## src/rtl/ponylink_stream_exerciser.sv

```systemverilog
// Purpose: PonyLink AXI-stream exerciser; framed sequence-coded traffic out on in_t*, checks out_t*, sticky error flags.
// Latency: in_tvalid rises one cycle after enable && linkready; checker counters/flags update one cycle after an accepted beat.
// Backpressure: generator holds each beat stable until in_tready; checker accepts only while out_tready (READY_PATTERN) is high.
module ponylink_stream_exerciser #(
    parameter int          TDATA_WIDTH   = 8,
    parameter int          TUSER_WIDTH   = 4,
    parameter int          PKT_LEN       = 8,
    parameter int          PATTERN       = 0,
    parameter logic [15:0] LFSR_SEED     = 16'hACE1,
    parameter logic [15:0] READY_PATTERN = 16'hFFFF,
    parameter int          CNT_WIDTH     = 16
) (
    input  logic                   clk,
    input  logic                   resetn,
    input  logic                   enable,
    input  logic                   linkready,
    output logic [TDATA_WIDTH-1:0] in_tdata,
    output logic [TUSER_WIDTH-1:0] in_tuser,
    output logic                   in_tvalid,
    output logic                   in_tlast,
    input  logic                   in_tready,
    input  logic [TDATA_WIDTH-1:0] out_tdata,
    input  logic [TUSER_WIDTH-1:0] out_tuser,
    input  logic                   out_tvalid,
    input  logic                   out_tlast,
    output logic                   out_tready,
    output logic [CNT_WIDTH-1:0]   tx_pkt_count,
    output logic [CNT_WIDTH-1:0]   rx_pkt_count,
    output logic                   err_data,
    output logic                   err_length
);

    // Sequence state is at least 16 bits so the LFSR fits; the counter
    // pattern only exposes its low TDATA_WIDTH bits, which wrap correctly.
    localparam int SEQ_W  = (TDATA_WIDTH > 16) ? TDATA_WIDTH : 16;
    localparam int BEAT_W = (PKT_LEN > 1) ? $clog2(PKT_LEN) : 1;

    localparam logic [BEAT_W-1:0] LAST_BEAT = BEAT_W'(PKT_LEN - 1);
    localparam logic [SEQ_W-1:0]  SEQ_INIT  = (PATTERN == 1) ? SEQ_W'(LFSR_SEED) : '0;

    typedef enum logic [0:0] {
        GEN_IDLE = 1'b0,
        GEN_SEND = 1'b1
    } gen_state_e;

    // One step of the data sequence: +1 counter, or one shift of the
    // Fibonacci LFSR x^16+x^14+x^13+x^11+1 (taps at bits 0,2,3,5 when
    // shifting right).
    function automatic logic [SEQ_W-1:0] seq_step(input logic [SEQ_W-1:0] s);
        logic [SEQ_W-1:0] r;
        if (PATTERN == 1) begin
            r       = '0;
            r[15:0] = {s[0] ^ s[2] ^ s[3] ^ s[5], s[15:1]};
        end else begin
            r = s + SEQ_W'(1);
        end
        return r;
    endfunction

    // ------------------------------------------------------------------
    // Generator
    // ------------------------------------------------------------------
    gen_state_e          state_q, state_d;
    logic [SEQ_W-1:0]    tx_seq_q, tx_seq_d;
    logic [BEAT_W-1:0]   tx_beat_q, tx_beat_d;
    logic [CNT_WIDTH-1:0] tx_pkt_cnt_q, tx_pkt_cnt_d;
    logic                tx_vld;
    logic                tx_last;
    logic                tx_fire;

    assign tx_last = (tx_beat_q == LAST_BEAT);
    assign tx_fire = tx_vld && in_tready;

    // Generator state register; reset abandons any partial packet.
    always_ff @(posedge clk or negedge resetn) begin
        if (!resetn) begin
            state_q <= GEN_IDLE;
        end else begin
            state_q <= state_d;
        end
    end

    // Start needs enable and link; once sending, only a completed packet
    // with enable low returns to idle, so packets are never truncated.
    always_comb begin
        state_d = state_q;
        case (state_q)
            GEN_IDLE: begin
                if (enable && linkready) begin
                    state_d = GEN_SEND;
                end
            end
            GEN_SEND: begin
                if (tx_fire && tx_last && !enable) begin
                    state_d = GEN_IDLE;
                end
            end
            default: state_d = GEN_IDLE;
        endcase
    end

    // Valid is a direct decode of the state flop, so it is registered.
    always_comb begin
        tx_vld = (state_q == GEN_SEND);
    end

    // Beat position, sequence and packet count advance only on accepted beats.
    always_comb begin
        tx_seq_d     = tx_seq_q;
        tx_beat_d    = tx_beat_q;
        tx_pkt_cnt_d = tx_pkt_cnt_q;
        if (tx_fire) begin
            tx_seq_d = seq_step(tx_seq_q);
            if (tx_last) begin
                tx_beat_d    = '0;
                tx_pkt_cnt_d = tx_pkt_cnt_q + CNT_WIDTH'(1);
            end else begin
                tx_beat_d = tx_beat_q + BEAT_W'(1);
            end
        end
    end

    // Generator datapath registers.
    always_ff @(posedge clk or negedge resetn) begin
        if (!resetn) begin
            tx_seq_q     <= SEQ_INIT;
            tx_beat_q    <= '0;
            tx_pkt_cnt_q <= '0;
        end else begin
            tx_seq_q     <= tx_seq_d;
            tx_beat_q    <= tx_beat_d;
            tx_pkt_cnt_q <= tx_pkt_cnt_d;
        end
    end

    // Payload is zeroed while idle so every output reads 0 out of reset,
    // even when the LFSR seed is nonzero.
    always_comb begin
        in_tvalid = tx_vld;
        in_tdata  = tx_vld ? tx_seq_q[TDATA_WIDTH-1:0] : '0;
        in_tuser  = tx_vld ? tx_pkt_cnt_q[TUSER_WIDTH-1:0] : '0;
        in_tlast  = tx_vld && tx_last;
    end

    assign tx_pkt_count = tx_pkt_cnt_q;

    // ------------------------------------------------------------------
    // Checker ready pattern
    // ------------------------------------------------------------------
    logic [3:0] rdy_idx_q;
    logic       out_tready_q;

    // Ready walks READY_PATTERN one bit per cycle; first bit appears one
    // cycle after reset release.
    always_ff @(posedge clk or negedge resetn) begin
        if (!resetn) begin
            rdy_idx_q    <= '0;
            out_tready_q <= 1'b0;
        end else begin
            rdy_idx_q    <= rdy_idx_q + 4'd1;
            out_tready_q <= READY_PATTERN[rdy_idx_q];
        end
    end

    assign out_tready = out_tready_q;

    // ------------------------------------------------------------------
    // Checker
    // ------------------------------------------------------------------
    logic [SEQ_W-1:0]     rx_seq_q, rx_seq_d;
    logic [BEAT_W-1:0]    rx_beat_q, rx_beat_d;
    logic [CNT_WIDTH-1:0] rx_pkt_cnt_q, rx_pkt_cnt_d;
    logic                 err_data_q, err_data_d;
    logic                 err_length_q, err_length_d;
    logic                 rx_fire;
    logic                 rx_last_exp;
    logic                 rx_data_bad;

    assign rx_fire     = out_tvalid && out_tready_q;
    assign rx_last_exp = (rx_beat_q == LAST_BEAT);
    assign rx_data_bad = (out_tdata != rx_seq_q[TDATA_WIDTH-1:0]) ||
                         (out_tuser != rx_pkt_cnt_q[TUSER_WIDTH-1:0]);

    // Compare each accepted beat; tlast always resyncs framing, while a
    // missing tlast only wraps the beat position without counting a packet.
    always_comb begin
        rx_seq_d     = rx_seq_q;
        rx_beat_d    = rx_beat_q;
        rx_pkt_cnt_d = rx_pkt_cnt_q;
        err_data_d   = err_data_q;
        err_length_d = err_length_q;
        if (rx_fire) begin
            rx_seq_d = seq_step(rx_seq_q);
            if (rx_data_bad) begin
                err_data_d = 1'b1;
            end
            if (out_tlast != rx_last_exp) begin
                err_length_d = 1'b1;
            end
            if (out_tlast) begin
                rx_beat_d    = '0;
                rx_pkt_cnt_d = rx_pkt_cnt_q + CNT_WIDTH'(1);
            end else if (rx_last_exp) begin
                rx_beat_d = '0;
            end else begin
                rx_beat_d = rx_beat_q + BEAT_W'(1);
            end
        end
    end

    // Checker registers; error flags are sticky until reset.
    always_ff @(posedge clk or negedge resetn) begin
        if (!resetn) begin
            rx_seq_q     <= SEQ_INIT;
            rx_beat_q    <= '0;
            rx_pkt_cnt_q <= '0;
            err_data_q   <= 1'b0;
            err_length_q <= 1'b0;
        end else begin
            rx_seq_q     <= rx_seq_d;
            rx_beat_q    <= rx_beat_d;
            rx_pkt_cnt_q <= rx_pkt_cnt_d;
            err_data_q   <= err_data_d;
            err_length_q <= err_length_d;
        end
    end

    assign rx_pkt_count = rx_pkt_cnt_q;
    assign err_data     = err_data_q;
    assign err_length   = err_length_q;

endmodule
```

## config.mk

```make
export PLATFORM = sky130hd
export DESIGN_NAME = ponylink_stream_exerciser
export DESIGN_NICKNAME = d
export VERILOG_FILES = /design/src/rtl/ponylink_stream_exerciser.sv
export SDC_FILE = /design/constraint.sdc
export NUM_CORES = 1
export LEC_CHECK = 0
export CORE_ASPECT_RATIO = 0.75
export CORE_UTILIZATION = 26
export CTS_CLUSTER_DIAMETER = 80
export DETAILED_ROUTE_END_ITERATION = 8
export PLACE_DENSITY = 0.55
export SETUP_SLACK_MARGIN = 0.1
export SYNTH_ARGS = -nofsm -noshare
export SYNTH_HDL_FRONTEND = slang
export SYNTH_SLANG_ARGS = --single-unit
```

## constraint.sdc

```tcl
create_clock -name clk -period 1.8 [get_ports clk]
set_clock_uncertainty 0.1 [all_clocks]
set_input_delay 0.18 -clock clk [delete_from_list [all_inputs] [get_ports clk]]
set_output_delay 0.18 -clock clk [all_outputs]
set_load 0.05 [all_outputs]
```

# After elaboration in Yosys (flattened, before gate mapping)
# Memory sizes are Yosys's and may differ from the RTL's. A register that Yosys moved wholly into a read port is not among the register bits.
# Cells that the tools add are included.
[totals]
register_bits = 77
rom_bits = 16
input_bits = 19
n_memories = 1
[op_classes]
add_sub_neg = 7
eq_ne = 5
mux = 8
n_bitwise = 1
reduce_logical = 13
[mem_list]
columns = ["memory", "depth", "width", "rd", "rd_clocked_by_memory_dff", "write_ports", "line", "text"]
rows = [
  ["(no name shown)", 16, 1, 1, 1, 0, "161", "out_tready_q <= READY_PATTERN[rdy_idx_q];"],
]
[op_table]
columns = ["op", "count"]
rows = [
  ["$add 16x1->16 const B", 4],
  ["$mux 3", 3],
  ["$mux 8", 1],
  ["$ne 8x8->1", 1],
  ["$reduce_and 2->1", 4],
  ["$add 3x1->3 const B", 2],
  ["$eq 3x3->1 const B", 2],
  ["$logic_and 1x1->1", 6],
  ["$add 4x1->4 const B", 1],
  ["$mux 4", 1],
  ["$ne 4x4->1", 1],
  ["$logic_not 1->1", 2],
  ["$mux 1", 2],
  ["$pmux 1 s2", 1],
  ["$logic_or 1x1->1", 1],
  ["$ne 1x1->1", 1],
  ["$not 1->1", 1],
]

# Depth between registers and ports, before layout
# Gate-level depths: netlist (run 1).
[logic_depth]
depth_word = 5
ltp_mapped = 6
mapped_depth_nobuf = 6

# Worst setup path after synthesis (run 1)
# OpenSTA, ideal clock, no wires.
[synth_timing]
path_kind = "register to register"
startpoint = "register tx_pkt_cnt_q[0], in the netlist tx_pkt_count[0]"
endpoint = "register tx_pkt_cnt_q[14], in the netlist tx_pkt_count[14]"
setup_time_ns = 0.141
arrival_ns = 1.647
required_ns = 1.559
path_slack_ns = -0.088
stages_incl_launch_ff = 6
path_buffers = 0
synth_period_minus_slack_ns = 1.888
path_cell_list = "dfrtp_1 > ha_1 > nand4_2 > nor4_4 > nand3_1 > xnor2_1"
[synth_between]
elab_chain_cells = 1
[synth_lines]
columns = ["item", "line", "text"]
rows = [
  ["start, declared", "66", "logic [CNT_WIDTH-1:0] tx_pkt_cnt_q, tx_pkt_cnt_d;"],
  ["start signal, assigned", "132", "tx_pkt_cnt_q <= tx_pkt_cnt_d;"],
  ["$add 16x1->16", "116", "tx_pkt_cnt_d = tx_pkt_cnt_q + CNT_WIDTH'(1);"],
]
# No other way between the ends.
# A chain may end at the register's enable or synchronous reset.

# Final worst setup path (run 1)
[layout_timing]
startpoint = "register tx_beat_q[1]"
endpoint = "output in_tlast"
[layout_between]
elab_chain_cells = 2
[layout_lines]
columns = ["item", "line", "text"]
rows = [
  ["start, declared", "65", "logic [BEAT_W-1:0] tx_beat_q, tx_beat_d;"],
  ["start signal, assigned", "131", "tx_beat_q <= tx_beat_d;"],
  ["$eq 3x3->1", "71", "assign tx_last = (tx_beat_q == LAST_BEAT);"],
  ["$logic_and 1x1->1", "142", "in_tlast = tx_vld && tx_last;"],
  ["end, declared", "20", "output logic in_tlast,"],
]
# No other way between the ends.

==> summary.md, run 1 <==
| Metric | Value |
|---|---|
| Synth area leaders | `dfrtp_1 53%, xnor2_1 10%, xor2_1 8.0%` |
| CTS root buf | `clkbuf_16` |
| RR Endpoint | `tx_pkt_count[12]` |
| Nets@finish | `360` |
| Yosys reg bits | `58` |
| RSZ-0062 raised after global routing | `true` |
| Width of the die | `121 µm` |
| CP Max Fanout | `5` |
| Final Hold Slack | `0.284 ns` |
| PwrDens | `1490 mW/mm²` |
| Synthesis-to-layout area growth | `51.3%` |
| # diodes | `0` |
| Clk slew on worst S/H paths | `0.05 ns` |
| Netlist cell types | `29` |
| GR Util All Layers | `12.1%` |
| Worst endpoint required time | `1.52 ns` |
| Final Hold Violating Endpoints | `0` |
| Status | `finished clean` |
| CP Class | `flip-flop to output port` |
| Largest family of logic cells by synthesized area | `simple AND/OR/NAND/NOR gates` |
| WL/cell | `12.4 µm` |
| Longest Clk Path Bufs | `2` |
| Row cnt | `32` |
| Initial antenna violation count | `0` |
| Post-DP HPWL | `4220 µm` |
| Num Clock Sinks | `58` |
| Pint | `3.98 mW` |
| Synth Warn # | `0` |
| Psw | `2.19 mW` |
| Post-route ant nets | `0` |
| Gate Count Post-Synth | `241` |
| Drc violations | `0` |
| TritonCTS clock tree | `yes` |
| WP data arrival | `1.40 ns` |
| Most area-hungry cell type in the Yosys netlist | `dfrtp_1` |
| Total core area | `0.0102 mm²` |
| Layout cells sized above 1 | `31.1%` |
| MaxCap Viol Count | `0` |
| Avg Cell Area, Syn | `11.4 µm²` |
| Number of buffers created by CTS | `9` |
| End point of the critical path | `in_tlast` |
| Switching Share | `35.4%` |
| Worst-Skew Late Latency | `0.32 ns` |
| Drt pass-1 iters | `4` |
| Clk pwr share | `31.2%` |
| Vias/cell | `4.27` |
| Sequential area share after synthesis | `52.9%` |
| Post-Synth Adder-Cell Area | `3.65%` |
| Pins Over Slew Limit | `0` |
| Syn Nets | `268` |
| Finished Layout Cells | `474` |
| Cell leakage power | `1.93 nW` |
| Post-route cell area | `0.00415 mm²` |
| Routability Congestion | `0.692` |
| Final Setup Violations | `0` |
| Mux cell area share after synthesis | `1.64%` |
| Worst Setup Start Kind | `flip-flop` |
| Synth Area in Compound Gates | `1.46%` |
| Logic pwr share | `37.2%` |
| First-pass GRT wire length | `10100 µm` |
| Synth Area in Simple Gates | `21.0%` |
| Pin count of the biggest net entering global routing | `59` |
| R2r setup slk | `0.16 ns` |
| Grt ovf | `0` |
| H-tree depth | `3` |
| Reg2reg start | `tx_beat_q[1]` |
| Worst R2R Path Depth | `6` |
| Initial DRC Count | `134` |
| Vias in the first global route | `1976` |
| WL final | `5860 µm` |
| Post-Syn Area | `0.00274 mm²` |
| Area post-placement | `0.00372 mm²` |
| Initial core utilization | `26.7%` |
| Die area | `0.0110 mm²` |
| Tcrit/Tclk final | `93.2%` |
| Maximum vdd drop | `0.734 mV` |
| Share of the synthesized area in the top cell type | `52.9%` |
| Flop pwr share | `31.5%` |
| Max Fclk | `0.596 GHz` |
| Minimum clock period | `1.68 ns` |
| Hold Crit Class | `input port to flip-flop` |
| Ports | `68` |
| Die Y | `90.9 µm` |
| Placed instance count | `452` |
| Crit end category | `output port` |
| Port Buf Inserts | `67` |
| Critical path startpoint | `tx_beat_q[1]` |
| Via count | `2024` |
| Xor/xnor share of the synthesized area | `18.2%` |
## per-stage QoR
stage	worst slack, ns	setup TNS [ns]	util, %	power (mW)
2_1_floorplan	0.102	0	-	3.20
3_3_place_gp	0.0595	0	36.3	4.13
3_5_place_dp	-0.00282	-0.00282	36.3	4.16
4_1_cts	0.105	0	39.8	6.18
5_1_grt	0.0374	0	40.5	6.50
6_report	0.122	0	40.5	6.17
## power by group through the flow
stage	combinational, mW	sequential [mW]	clock, mW
2_1_floorplan	1.02	2.17	0
3_3_place_gp	2.17	1.96	0
3_5_place_dp	2.20	1.96	0
4_1_cts	2.25	1.95	1.98
5_1_grt	2.46	2.01	2.03
6_report	2.30	1.94	1.93
## registers in the layout (all words and copies together) (netlist names)
register,count
rx_beat_q,3
out_tready,1
rx_pkt_count,16
rx_seq_q,8
in_tvalid,1
err_length,1
tx_beat_q,3
tx_seq_q,8
err_data,1
tx_pkt_count,16
## placed cells by master (no fill, tap or decap), types with 2 or more instances in the layout
master	netlist	layout
nor4_1	4	3
dlygate4sd2_1	0	3
clkdlybuf4s50_1	0	17
nor2_1	11	10
ha_4	0	2
nand3_1	20	20
nand4_4	1	2
ha_1	8	6
and2_1	14	14
clkbuf_16	0	9
dfrtp_1	58	46
nor3_1	4	4
a21o_1	4	4
buf_4	2	47
mux2_2	4	4
dfrtp_2	0	12
xnor2_1	32	32
bufinv_16	0	3
buf_12	0	15
nand2_1	26	26
nand4_1	8	8
and3_1	3	3
xor2_1	25	25
clkinv_2	0	3
inv_1	2	2
nor4_4	2	2
o21ai_0	2	2
nand3b_1	2	2
## cells in the mapped netlist
master and instances:
nor4_4 2, nor4_1 4, nand2_1 26, and4_1 1, or2_2 1, nand4_2 1
o21ai_0 2, nand2_2 1, buf_4 2, nor3_1 4, ha_1 8, nand4_1 8
mux2_2 4, inv_1 2, and2_1 14, clkbuf_1 1, dfrtp_1 58, or2_1 1
xnor2_1 32, nand3b_1 2, nor2_1 11, nand3_2 1, and3_1 3, nand2b_1 1
nand3_1 20, conb_1 1, nand4_4 1, a21o_1 4, xor2_1 25
## worst min path at each step
stage	start	end	slack [ns]	cells after the start
2_1_floorplan	resetn	err_data	-0.22	0
3_3_place_gp	resetn	rx_pkt_count[6]	0.11	2
3_5_place_dp	resetn	rx_pkt_count[6]	0.11	2
4_1_cts	linkready	in_tvalid	0.27	3
5_1_grt	linkready	in_tvalid	0.31	3
6_report	linkready	in_tvalid	0.28	3
## metal layers
metal	vias up	GRT usage, %	share of wire (%)
li1	1004	-	-
met1	969	17.7	52
met2	41	15.6	41
met3	10	4.55	5.0
met4	0	5.25	1.5
met5	-	0	0
## worst max-delay path, cell delays in order (launching register included)
cell and delay [ns]:
dfrtp_1 0.40, ha_4 0.18, ha_4 0.18, and2_1 0.17
buf_12 0.15
## area by class of cell
type,count,area (µm²)
clock inverters,6,105
fillers,1022,6100
inverters,2,7.51
clock buffers,10,229
repair buffers,84,865
multi-input cells,178,1310
well taps,136,170
flip-flops and latches,58,1470
## timing repair
item,CTS,global route
endpoints found under the hold margin,58,0
pin swaps,1,5
buffers inserted,1,4
setup endpoints to repair,10,13
gates resized for setup,5,4
hold buffers,1,0
## kinds of logic after synthesis
group,Yosys count
AO/OA/AOI/OAI,6
XOR/XNOR,57
adder cells (fa/ha/maj),8
buffers and inverters,5
flip-flops,58
multiplexers,4
other,1
AND/OR/NAND/NOR,102
Power figures use the tool's default switching activity.
==> run 2: changes to the inputs <==
--- a/config.mk
+++ b/config.mk
@@ -10,6 +10,7 @@
 export CTS_CLUSTER_DIAMETER = 80
 export DETAILED_ROUTE_END_ITERATION = 8
 export PLACE_DENSITY = 0.55
+export REMOVE_ABC_BUFFERS = 1
 export SETUP_SLACK_MARGIN = 0.1
 export SYNTH_ARGS = -nofsm -noshare
 export SYNTH_HDL_FRONTEND = slang
==> summary.md, run 2 (synthesized netlist as in run 1, its figures left out) <==
| Metric | Value |
|---|---|
| CP Max Fanout | `5` |
| Longest Clk Path Bufs | `2` |
| Nets@finish | `362` |
| GR Util All Layers | `12.2%` |
| Post-route cell area | `0.00407 mm²` |
| Layout cells sized above 1 | `27.6%` |
| Vias/cell | `4.24` |
| Tcrit/Tclk final | `97.4%` |
| Crit end category | `output port` |
| WL final | `6060 µm` |
| Pre-CTS setup slack | `-0.00733 ns` |
| PwrDens | `1440 mW/mm²` |
| Initial DRC Count | `65` |
| Worst endpoint required time | `1.52 ns` |
| Hold Crit Class | `input port to async pin` |
| Status | `finished clean` |
| Final Hold Violating Endpoints | `0` |
| Die area | `0.0110 mm²` |
| Width of the die | `121 µm` |
| Maximum vdd drop | `1.04 mV` |
| Synthesis-to-layout area growth | `48.6%` |
| Total core area | `0.0102 mm²` |
| Pin count of the biggest net entering global routing | `59` |
| Highest-count cells in the layout ignoring fill and taps | `58 x dfrtp_1, 50 x buf_4, 32 x xnor2_1` |
| Cell leakage power | `1.93 nW` |
| Row cnt | `32` |
| Grt ovf | `0` |
| Drc violations | `0` |
| CTS root buf | `clkbuf_16` |
| Setup TNS Final | `0 ns` |
| Drt pass-1 iters | `4` |
| Final Setup Violations | `0` |
| Number of buffers created by CTS | `9` |
| CP Class | `flip-flop to output port` |
| Via count | `2019` |
| Ports | `68` |
| Pins Over Slew Limit | `0` |
| First-pass GRT wire length | `10500 µm` |
| Most common cell after layout, fill and taps aside | `dfrtp_1` |
| WL/cell | `12.7 µm` |
| Critical path startpoint | `tx_beat_q[0]` |
| # diodes | `0` |
| Layout Utilization | `39.7%` |
| Initial antenna violation count | `0` |
| Port Buf Inserts | `67` |
| Initial core utilization | `26.7%` |
| Clk slew on worst S/H paths | `0.05 ns` |
| MaxCap Viol Count | `0` |
| Setup ws final | `0.0476 ns` |
| TritonCTS clock tree | `yes` |
| Routability Congestion | `0.751` |
| Max Fclk | `0.571 GHz` |
| Worst-Skew Late Latency | `0.32 ns` |
| Area post-placement | `0.00374 mm²` |
| Minimum clock period | `1.75 ns` |
| RSZ-0062 raised after global routing | `true` |
| Worst Setup Start Kind | `flip-flop` |
| Post-DP HPWL | `4320 µm` |
| Die Y | `90.9 µm` |
| Final Hold Slack | `0.297 ns` |
| H-tree depth | `3` |
| R2r setup slk | `0.19 ns` |
| Reg2reg start | `tx_beat_q[0]` |
| Vias in the first global route | `2168` |
| WP data arrival | `1.47 ns` |
| Post-route ant nets | `0` |
| Num Clock Sinks | `58` |
[run 2: layout make-up]
| type | count | area, µm² |
|---|---|---|
| well taps | 136 | 170 |
| multi-input cells | 178 | 1280 |
| clock inverters | 3 | 40.0 |
| fillers | 1033 | 6180 |
| clock buffers | 13 | 240 |
| flip-flops and latches | 58 | 1450 |
| inverters | 2 | 7.51 |
| repair buffers | 86 | 881 |
[run 2: report_power, final]
group / internal, mW / switching, mW
sequential: 1.57 / 0.357
combinational: 1.06 / 1.24
clock: 1.07 / 0.563
[run 2: timing repair]
action	CTS	global route
pin swaps	1	3
hold buffers	1	0
hold endpoints to repair	58	0
setup endpoints to repair	11	8
gates resized for setup	6	1
buffers inserted	2	1
cloned	0	0
[run 2: path summary, 6_finish.rpt]
kind,endpoint,cells past startpoint
setup / recovery,in_tlast,5
hold / removal,rx_seq_q[6],3
setup reg to reg,tx_pkt_count[8],6
hold reg to reg,tx_seq_q[7],1
max in group asynchronous,tx_seq_q[5],3
min in group clk,in_tvalid,3
[run 2: per-stage QoR]
stage,total power [mW],instances
after detailed placement,4.18,456
final,5.86,476
after floorplan,3.17,238
after CTS,5.92,475
after global routing,6.19,476
after global placement,4.17,456
[run 2: per-layer routing]
layer	GRT usage (%)	vias to the layer above	wire [µm]
li1	-	999	-
met1	15.9	959	2940
met2	18.4	51	2620
met3	4.99	10	426
met4	4.01	0	76
met5	0	-	0
[run 2: worst max-delay path, stage by stage (launching register included)]
cell and delay (ns):
dfrtp_1 0.38, ha_2 0.20, ha_4 0.18, buf_6 0.11, and2_4 0.13, buf_12 0.14
==> run 3: changes to the inputs <==
--- a/config.mk
+++ b/config.mk
@@ -5,11 +5,13 @@
 export SDC_FILE = /design/constraint.sdc
 export NUM_CORES = 1
 export LEC_CHECK = 0
+export CELL_PAD_IN_SITES_DETAIL_PLACEMENT = 1
+export CELL_PAD_IN_SITES_GLOBAL_PLACEMENT = 1
 export CORE_ASPECT_RATIO = 0.75
 export CORE_UTILIZATION = 26
 export CTS_CLUSTER_DIAMETER = 80
 export DETAILED_ROUTE_END_ITERATION = 8
-export PLACE_DENSITY = 0.55
+export PLACE_DENSITY = 0.66
 export REMOVE_ABC_BUFFERS = 1
 export SETUP_SLACK_MARGIN = 0.1
 export SYNTH_ARGS = -nofsm -noshare
==> summary.md, run 3 (synthesized netlist as in run 1, its figures left out) <==
| Metric | Value |
|---|---|
| Drt pass-1 iters | `4` |
| Final Setup Violations | `0` |
| Die Y | `90.9 µm` |
| Worst-Skew Late Latency | `0.31 ns` |
| Vias/cell | `4.34` |
| H-tree depth | `3` |
| Longest Clk Path Bufs | `2` |
| Number of buffers created by CTS | `9` |
| Synthesis-to-layout area growth | `48.6%` |
| WP buf/inv | `1` |
| Highest-count cells in the layout ignoring fill and taps | `58 x dfrtp_1, 44 x buf_4, 32 x xnor2_1` |
| Area post-placement | `0.00373 mm²` |
| Fillcell total | `1142` |
| Hold Crit Class | `input port to async pin` |
| Maximum vdd drop | `0.533 mV` |
| Final Hold Slack | `0.296 ns` |
| CP delay by family, top | `adder cells` |
| RSZ-0062 raised after global routing | `true` |
| Drc violations | `0` |
| CP Class | `flip-flop to output port` |
| Width of the die | `121 µm` |
| Crit path cell chain | `ha_2 > ha_4 > and2_1 > buf_12` |
| WP data arrival | `1.41 ns` |
| Total core area | `0.0102 mm²` |
| Num Clock Sinks | `58` |
| Post-route cell area | `0.00407 mm²` |
| Cell leakage power | `1.91 nW` |
| Post-DP HPWL | `4870 µm` |
| # diodes | `0` |
| PwrDens | `1440 mW/mm²` |
| Psw | `2.16 mW` |
| MaxCap Viol Count | `0` |
| Pin count of the biggest net entering global routing | `59` |
| Pre-CTS setup slack | `-0.107 ns` |
| Post-route ant nets | `0` |
| Port Buf Inserts | `67` |
| Setup ws final | `0.114 ns` |
| First-pass GRT wire length | `11300 µm` |
| Die area | `0.0110 mm²` |
| Logic pwr share | `39.7%` |
| Crit end category | `output port` |
| Initial antenna violation count | `0` |
| Clk pwr share | `27.8%` |
| Flop pwr share | `32.5%` |
| Initial core utilization | `26.7%` |
| Minimum clock period | `1.69 ns` |
| Row cnt | `32` |
| Pint | `3.69 mW` |
| Nets@finish | `358` |
| Tcrit/Tclk final | `93.7%` |
| Crit path largest cell delay | `0.38 ns` |
| WL/cell | `13.7 µm` |
| Clk slew on worst S/H paths | `0.05 ns` |
| TritonCTS clock tree | `yes` |
| Initial DRC Count | `60` |
| Status | `finished clean` |
| Switching Share | `37.0%` |
| Worst endpoint required time | `1.52 ns` |
| GR Util All Layers | `13.2%` |
| Layout cells sized above 1 | `26.5%` |
| Grt ovf | `0` |
| Final Hold Violating Endpoints | `0` |
| Worst Setup Start Kind | `flip-flop` |
| Setup TNS Final | `0 ns` |
| CP max-delay cell | `dfrtp_1` |
| Most common cell after layout, fill and taps aside | `dfrtp_1` |
| Via count | `2050` |
| Routability Congestion | `0.732` |
| Vias in the first global route | `2247` |
| CTS root buf | `clkbuf_16` |
| CP Max Fanout | `6` |
| WL final | `6480 µm` |
| Layout Utilization | `39.7%` |
| Ports | `68` |
| Pins Over Slew Limit | `0` |
| Max Fclk | `0.593 GHz` |
==> run 3: path summary, 6_finish.rpt <==
kind | depth (start not counted) | endpoint | startpoint | slack, ns
setup / recovery | 4 | in_tlast | tx_beat_q[1] | 0.11
hold / removal | 3 | rx_seq_q[7] | resetn | 0.30
setup reg to reg | 5 | tx_pkt_count[13] | tx_pkt_count[0] | 0.16
hold reg to reg | 1 | err_data | err_data | 0.36
max in group asynchronous | 3 | rx_pkt_count[2] | resetn | 1.03
min in group clk | 3 | in_tvalid | linkready | 0.30
==> run 3: worst register-to-register path, cell delays in order, from the launching register on <==
cell and delay [ns]:
dfrtp_1 0.34, buf_4 0.14, nand4_1 0.24, nor4_4 0.41
nand3_1 0.15, xnor2_1 0.14
==> run 3: metrics by stage <==
step,instances,power [mW]
2_1_floorplan,238,3.17
3_3_place_gp,454,4.15
3_5_place_dp,454,4.23
4_1_cts,472,5.93
5_1_grt,472,6.18
6_report,472,5.85
==> run 3: cell type report <==
type | instances | area (µm²) | area share [%]
tap | 136 | 170 | 4.18
inverter | 2 | 7.51 | 0.184
timing repair buffer | 82 | 853 | 21.0
sequential | 58 | 1450 | 35.6
clock buffer | 13 | 240 | 5.90
multi-input combinational | 178 | 1310 | 32.2
clock inverter | 3 | 40.0 | 0.983
==> run 3: routing by layer <==
| metal | wire length, µm | vias to the layer above | track usage, % |
|---|---|---|---|
| met5 | 0 | - | 0 |
| met4 | 70 | 0 | 3.60 |
| met3 | 271 | 6 | 4.10 |
| met2 | 2920 | 39 | 19.3 |
| met1 | 3220 | 1010 | 18.6 |
| li1 | - | 995 | - |
==> run 3: what timing repair did <==
action / CTS / global route
hold endpoints to repair: 58 / 0
buffers inserted: 1 / 0
setup endpoints to repair: 15 / 13
hold buffers: 1 / 0
resized for setup: 8 / 5
pin swaps: 3 / 0
==> run 3: power groups by stage <==
stage	clock network [mW]	logic [mW]	registers (mW)
floorplan	0	0.997	2.17
global placement	0	2.25	1.90
detailed placement	0	2.31	1.92
CTS	1.68	2.35	1.91
global route	1.73	2.49	1.95
finish	1.62	2.32	1.90
